===== config.mk =====
export PLATFORM = sky130hd
export DESIGN_NAME = sam_ctrl
export DESIGN_NICKNAME = d
export VERILOG_FILES = /design/src/rtl/sam_pkg.sv /design/src/rtl/sam_vaddr.sv /design/src/rtl/sam_ctrl.sv
export SDC_FILE = /design/constraint.sdc
export NUM_CORES = 1
export LEC_CHECK = 0
export BUFFER_PORTS_ARGS = -buffer_cell sky130_fd_sc_hd__buf_2
export CELL_PAD_IN_SITES_DETAIL_PLACEMENT = 1
export CELL_PAD_IN_SITES_GLOBAL_PLACEMENT = 2
export CORE_MARGIN = 2
export CORE_UTILIZATION = 37
export CTS_BUF_LIST = sky130_fd_sc_hd__clkbuf_2
export DETAILED_ROUTE_END_ITERATION = 6
export PLACE_DENSITY_LB_ADDON = 0.15
export SETUP_SLACK_MARGIN = 0.02
export SYNTH_ARGS = -nofsm -noshare
export SYNTH_HDL_FRONTEND = slang
export SYNTH_SLANG_ARGS = --single-unit

===== constraint.sdc =====
create_clock -name clk -period 3 [get_ports clk]
set_input_delay 0.15 -clock clk [delete_from_list [all_inputs] [get_ports clk]]
set_output_delay 0.15 -clock clk [all_outputs]
set_load 0.1 [all_outputs]

===== src/rtl/sam_pkg.sv =====
// rtl/sam_pkg.sv - Shared register layout, device-select codes and video mode table.
package sam_pkg;

    localparam int REG_V_LSB = 0;
    localparam int REG_F_LSB = 3;
    localparam int REG_P1    = 10;
    localparam int REG_R_LSB = 11;
    localparam int REG_M_LSB = 13;
    localparam int REG_TY    = 15;

    // FFC0-FFDF: each access sets one register bit from addr[4:1] := addr[0]
    localparam logic [10:0] REG_WIN = 11'h7FE;

    localparam logic [2:0] S_RAM  = 3'd0;
    localparam logic [2:0] S_ROM0 = 3'd1;
    localparam logic [2:0] S_ROM1 = 3'd2;
    localparam logic [2:0] S_ROM2 = 3'd3;
    localparam logic [2:0] S_IO0  = 3'd4;
    localparam logic [2:0] S_IO1  = 3'd5;
    localparam logic [2:0] S_IO2  = 3'd6;
    localparam logic [2:0] S_IO3  = 3'd7;

    // Indexed by V: element 7 first
    localparam logic [7:0][5:0] MODE_BPL = {6'd32, 6'd32, 6'd32, 6'd16,
                                            6'd32, 6'd16, 6'd16, 6'd32};
    localparam logic [7:0][3:0] MODE_REP = {4'd1, 4'd1, 4'd2, 4'd2,
                                            4'd3, 4'd3, 4'd3, 4'd12};

    function automatic logic [2:0] sam_decode(input logic [15:0] addr, input logic ty);
        logic [2:0] s;
        if (addr[15:8] != 8'hFF) begin
            if (!addr[15] || ty) begin
                s = S_RAM;
            end else begin
                case (addr[14:13])
                    2'b00:   s = S_ROM0;
                    2'b01:   s = S_ROM1;
                    default: s = S_ROM2;
                endcase
            end
        end else if (addr[7:4] == 4'hF) begin
            s = S_ROM1;
        end else begin
            case (addr[7:5])
                3'd0:    s = S_IO0;
                3'd1:    s = S_IO1;
                3'd2:    s = S_IO2;
                default: s = S_IO3;
            endcase
        end
        return s;
    endfunction

endpackage


===== src/rtl/sam_vaddr.sv =====
// rtl/sam_vaddr.sv - VDG video address generator: row base, column and line-repeat counters.
module sam_vaddr
    import sam_pkg::*;
(
    input  logic        clk,
    input  logic        reset,
    input  logic        hs_n,
    input  logic        fs_n,
    input  logic        vdg_next,
    input  logic [2:0]  mode_v,
    input  logic [6:0]  disp_offset,
    output logic [15:0] vaddr
);

    logic        hs_q;
    logic        fs_q;
    logic        hs_fall;
    logic        fs_fall;
    logic [6:0]  f_lat;
    logic [2:0]  v_lat;
    logic [15:0] row_base;
    logic [4:0]  col;
    logic [3:0]  line_cnt;
    logic [5:0]  bpl;
    logic [3:0]  rep;

    assign hs_fall = hs_q & ~hs_n;
    assign fs_fall = fs_q & ~fs_n;
    assign bpl     = MODE_BPL[v_lat];
    assign rep     = MODE_REP[v_lat];

    always_ff @(posedge clk or negedge reset) begin
        if (!reset) begin
            hs_q     <= 1'b0;
            fs_q     <= 1'b0;
            f_lat    <= 7'd0;
            v_lat    <= 3'd0;
            row_base <= 16'd0;
            col      <= 5'd0;
            line_cnt <= 4'd0;
        end else begin
            hs_q <= hs_n;
            fs_q <= fs_n;
            if (fs_fall) begin
                row_base <= 16'd0;
                col      <= 5'd0;
                line_cnt <= 4'd0;
                f_lat    <= disp_offset;
            end else if (hs_fall) begin
                // Line just finished uses the old mode; the new V takes over from here
                col   <= 5'd0;
                v_lat <= mode_v;
                if (line_cnt + 4'd1 >= rep) begin
                    row_base <= row_base + {10'd0, bpl};
                    line_cnt <= 4'd0;
                end else begin
                    line_cnt <= line_cnt + 4'd1;
                end
            end else if (vdg_next && ({1'b0, col} != bpl - 6'd1)) begin
                col <= col + 5'd1;
            end
        end
    end

    assign vaddr = {f_lat, 9'd0} + row_base + {11'd0, col};

endmodule


===== src/rtl/sam_ctrl.sv =====
// rtl/sam_ctrl.sv - SAM-style clock, slot and address controller; SAM_CTRL_FAST_RATE_EN enables the R fast rate.
module sam_ctrl
    import sam_pkg::*;
#(
    parameter int PHASES = 16
) (
    input  logic        clk,
    input  logic        reset,
    input  logic [15:0] cpu_addr,
    input  logic        cpu_rw,
    input  logic        hs_n,
    input  logic        fs_n,
    input  logic        vdg_next,
    output logic        E,
    output logic        Q,
    output logic [15:0] mem_addr,
    output logic        ram_we,
    output logic [2:0]  S,
    output logic        vdg_latch,
    output logic [2:0]  mode_v,
    output logic [6:0]  disp_offset
);

    localparam logic [3:0] PH_LAST = 4'(PHASES - 1);

    logic [3:0]  ph;
    logic [3:0]  ph_next;
    logic [3:0]  ph_last;
    logic [15:0] regs;
    logic [15:0] cpu_mapped;
    logic [15:0] vaddr;
    logic        cpu_wr;
    logic        cpu_latch;
    logic        reg_wr;
    logic        fast_q;
    logic        unused_regs;

`ifdef SAM_CTRL_FAST_RATE_EN
    // Rate only changes on a cycle boundary so ph always stays even in fast mode
    always_ff @(posedge clk or negedge reset) begin
        if (!reset) begin
            fast_q <= 1'b0;
        end else if (ph_next == 4'd0) begin
            fast_q <= |regs[REG_R_LSB +: 2];
        end
    end
    assign unused_regs = ^regs[REG_M_LSB +: 2];
`else
    assign fast_q      = 1'b0;
    assign unused_regs = ^regs[REG_R_LSB +: 4];
`endif

    always_comb begin
        ph_last = fast_q ? 4'd14 : PH_LAST;
        if (ph == ph_last) begin
            ph_next = 4'd0;
        end else begin
            ph_next = ph + (fast_q ? 4'd2 : 4'd1);
        end
    end

    assign S = sam_decode(cpu_addr, regs[REG_TY]);

    always_comb begin
        cpu_mapped = cpu_addr;
        if (cpu_addr[15:4] == 12'hFFF) begin
            cpu_mapped[14] = 1'b0;
        end
        if ((S == S_RAM) && !regs[REG_TY]) begin
            cpu_mapped[15] = regs[REG_P1];
        end
    end

    assign reg_wr    = !cpu_rw && (cpu_addr[15:5] == REG_WIN) && (ph == ph_last);
    assign cpu_latch = (ph_next[2:0] == 3'd0) && (ph_next[3] || fast_q);

    sam_vaddr u_vaddr (
        .clk         (clk),
        .reset       (reset),
        .hs_n        (hs_n),
        .fs_n        (fs_n),
        .vdg_next    (vdg_next),
        .mode_v      (regs[REG_V_LSB +: 3]),
        .disp_offset (regs[REG_F_LSB +: 7]),
        .vaddr       (vaddr)
    );

    always_ff @(posedge clk or negedge reset) begin
        if (!reset) begin
            ph        <= 4'd0;
            regs      <= 16'd0;
            E         <= 1'b0;
            Q         <= 1'b0;
            mem_addr  <= 16'd0;
            cpu_wr    <= 1'b0;
            ram_we    <= 1'b0;
            vdg_latch <= 1'b0;
        end else begin
            ph        <= ph_next;
            Q         <= (ph_next >= 4'd4) && (ph_next <= 4'd11);
            E         <= ph_next[3];
            vdg_latch <= !fast_q && (ph_next == 4'd7);
            if (cpu_latch) begin
                mem_addr <= cpu_mapped;
                cpu_wr   <= !cpu_rw && (S == S_RAM);
            end else if (!fast_q && !ph_next[3]) begin
                mem_addr <= vaddr;
            end
            ram_we <= cpu_wr && (ph_next >= 4'd12) && (ph_next <= 4'd14);
            if (reg_wr) begin
                regs[cpu_addr[4:1]] <= cpu_addr[0];
            end
        end
    end

    assign mode_v      = regs[REG_V_LSB +: 3];
    assign disp_offset = regs[REG_F_LSB +: 7];

endmodule


==> Implementation_results.wiki <==
{| class="wikitable"
! Metric !! Value
|-
| Total overflow reported by the global router || 0
|-
| Routed WL || 10200 microns
|-
| Largest delay share family, worst path || compound AO/OA/AOI/OAI gates
|-
| Die footprint || between 10000 and 15000 sq um
|-
| Final Net Count || 510
|-
| Number of top-level pins || 55
|-
| Post-synth design cell area || roughly 3900 sq um
|-
| Worst path arrival time || between 3 and 4 ns
|-
| Required time of the critical path || 3.47 ns
|-
| Total of flip-flops plus latches after synthesis || 69
|-
| Initial Utilization || 0.379
|-
| DRC violations left || 0
|-
| Horizontal die dimension || 106 microns
|-
| CP most frequent cell || ha_1
|-
| Clock Path Buffers || 2
|-
| Static leakage power || 2.27 nW
|-
| Clock tree from TritonCTS || yes
|-
| Vias post-DR || 3172
|-
| Clock transition at the registers of the reported paths || roughly 0.21 ns
|-
| Tcrit/Tclk final || 0.921
|-
| Vias in the first global route || 3385
|-
| Start-to-end type of the worst setup path || register to register
|-
| Total routing resource utilization after global routing || 0.193
|-
| Most frequent cells in the layout || dfrtp_1 (69), buf_2 (54), nand2_1 (45)
|-
| DIE HEIGHT || ~110 microns
|-
| Filler Cells Inserted || 1202
|-
| Cells on Worst Hold Path || 3
|-
| Area used by multi-input combinational logic || 1940 sq um
|-
| Slowest cell on crit path || a2111oi_4
|-
| Worst Tran Pin Value || 1.14 ns
|-
| Critical path launch point type || register
|-
| CP bufs+invs || 1
|-
| Fraction of final layout cells sized beyond drive strength 1 || 0.213
|-
| Fin crit period || 2.76 ns
|-
| Final Slew Violations || 0
|-
| Total CTS buffers || 9
|-
| Worst stage delay on the critical path || 0.53 ns
|-
| Signed area change from the synthesized netlist to the final layout || 18.3%
|-
| Antenna Diode Count || 0
|-
| Number of standard cells after synthesis || 400
|-
| WP depth || 9
|-
| Number of rows in the core area || 37
|-
| Worst relative slew slack || 0.236
|-
| Number of clock sinks || 69
|-
| Avg Synthesized Cell Area || 9.69 sq um
|-
| Drt first-iter violations || 138
|-
| Final antenna-violating net count || 0
|-
| Status || completed
|-
| R2R cell count || 9
|-
| Routed length per instance || roughly 17 microns
|-
| Input/output buffers || 54
|-
| Power per cell area || 399 nW/um^2
|-
| Commonest non-fill, non-tap cell in the layout || dfrtp_1
|-
| Worst hold path class || primary input to register
|-
| H-tree depth || 3
|-
| Number of different library cells in the post-synthesis netlist || 55
|-
| Capturing element type of the critical path || register
|-
| Core ar. || between 10000 and 15000 sq um
|-
| Sum of negative setup slack || 0 ns
|-
| Number of antenna violations at the first check in global routing || 0
|-
| Final core utilization || 0.448
|-
| Pin count of the biggest net entering global routing || 70
|-
| Global placement routability congestion || 0.776
|-
| Post-DP HPWL || 7320 microns
|-
| Async set-or-reset flop fraction in the synthesized netlist || 1.00
|-
| Critical path fanouts, max || 9
|-
| Post-route clock skew || roughly 0.021 ns
|-
| Drt first pass iters || 4
|-
| Wire length of the first global-routing pass || 17100 microns
|-
| Unrepaired setup endpoints after global routing || yes
|-
| Vias per cell || 5.23
|-
| Part of the Yosys area used for sequential elements || 0.445
|-
| Most used flip-flop cell after synthesis || dfrtp_1
|-
| Max rail drop VDD || around 0.27 mV
|-
| Peak Freq || 362 MHz
|-
| Later-pin clock latency in the skew report || 0.53 ns
|-
| Area taken by flip-flops and latches || 1730 sq um
|-
| # setup viols final || 0
|-
| Total of warnings raised by yosys || 0
|-
| Cells along the critical path || inv_1 -> ha_1 -> o21ai_0 -> ha_1 -> nand2b_1 -> a2111oi_4 -> or3_1 -> mux2_2 -> nor2_1
|-
| Total of max-cap violations || 0
|-
| Number of hold-slack violations in the final timing report || 0
|-
| Root buf cell || clkbuf_2
|-
| Number of nets in the synthesized netlist || about 450
|-
| Number of enable-type register cells in the synthesized netlist || 0
|}
cell type report:
| cell class | count | area share |
|---|---|---|
| clock inverters | 7 | 0.0216 |
| multi-input cells | 286 | 0.423 |
| clock buffers | 9 | 0.00982 |
| well taps | 136 | 0.0371 |
| repair buffers | 81 | 0.117 |
| inverters | 18 | 0.0147 |
| flip-flops and latches | 69 | 0.377 |
final timing paths:
| path | startpoint | slack, ns | endpoint |
|---|---|---|---|
| worst max-delay path | u_vaddr.v_lat[1] | 0.24 | u_vaddr.row_base[5] |
| worst min-delay path | cpu_addr[4] | 0.07 | mem_addr[4] |
| worst max register to register | u_vaddr.v_lat[1] | 0.24 | u_vaddr.row_base[5] |
| worst min register to register | mem_addr[8] | 0.50 | mem_addr[8] |
| max in group asynchronous | reset | 2.54 | mem_addr[7] |
| min in group asynchronous | reset | 0.15 | mem_addr[9] |
routing by layer:
layer	global-route usage	share of wire	up-vias
met5	0	0	-
met3	0.0337	0.031	10
met4	0.0620	0.012	0
met1	0.254	0.49	1554
li1	-	-	1555
met2	0.321	0.47	53
synthesized netlist by cell type, drive strengths merged, types with 2 or more instances:
cell	count	area (sq um)
a21oi	19	95.1
a31oi	5	31.3
o21a	2	16.3
o31ai	4	30.0
nand4	7	43.8
and2	2	12.5
or4	3	22.5
a311oi	2	17.5
ha	22	275
a22oi	8	60.1
xnor2	9	78.8
clkbuf	12	45.0
nand4b	2	17.5
nand3	15	75.1
buf	15	105
nor2	23	88.8
nor3	7	35.0
mux2	15	169
nand2b	8	50.1
dfrtp	69	1730
mux2i	3	30.0
a21o	4	30.0
and3	4	25.0
xor2	11	96.3
nor4	8	56.3
nand2	45	169
nand3b	4	30.0
inv	18	67.6
o21ai	29	145
nor2b	6	37.5
logic make-up (layout without fill, tap and decap cells):
group | after synthesis | count (layout) | synth area share
and+or+nand+nor | 141 | 141 | 0.187
DFF | 69 | 69 | 0.445
adders and majority gates | 23 | 23 | 0.0762
xor gates and xnor gates | 20 | 20 | 0.0452
muxes | 18 | 18 | 0.0513
buffers and inverters | 45 | 115 | 0.0561
AOI/OAI and AO/OA | 84 | 84 | 0.139
repair_timing:
item | CTS | global route
setup endpoints to repair | 0 | 2
resized for setup | 0 | 2
buffers inserted | 0 | 0
hold endpoints to repair | 98 | 0
hold buffers | 20 | 0
state kept, by name (all words and copies together), names as in the netlist:
name,cells
mem_addr,16
regs,12
u_vaddr.row_base,12
u_vaddr.f_lat,7
u_vaddr.col,5
u_vaddr.line_cnt,4
ph,3
u_vaddr.v_lat,3
E,1
Q,1
cpu_wr,1
ram_we,1
u_vaddr.fs_q,1
u_vaddr.hs_q,1
vdg_latch,1
worst register-to-register path, stage by stage (launching register included):
cell	delay [ns]
dfrtp_1	0.40
inv_1	0.08
ha_1	0.23
o21ai_0	0.20
ha_1	0.26
nand2b_1	0.18
a2111oi_4	0.53
or3_1	0.38
mux2_2	0.38
nor2_1	0.09
stage by stage:
step / worst slack, ns / hold WS, ns / cell area [sq um] / instances / total power [mW]
after global placement: 0.306 / 0.213 / 4230 / 570 / 1.17
final: 0.236 / 0.0723 / 4590 / 606 / 1.83
after CTS: 0.164 / 0.0255 / 4580 / 606 / 1.86
after floorplan: 0.311 / -0.146 / 3880 / 400 / 1.10
after global routing: 0.0144 / 0.0540 / 4590 / 606 / 1.93
after detailed placement: 0.206 / 0.209 / 4230 / 570 / 1.17
power breakdown:
group | total (mW) | switching (mW) | leakage, nW | internal (mW)
sequential | 0.961 | 0.0141 | 0.949 | 0.947
combinational | 0.216 | 0.144 | 1.24 | 0.0718
clock | 0.654 | 0.374 | 0.0825 | 0.280
total | 1.83 | 0.532 | 2.27 | 1.30
Note: power is estimated with default switching activity, not from simulation.
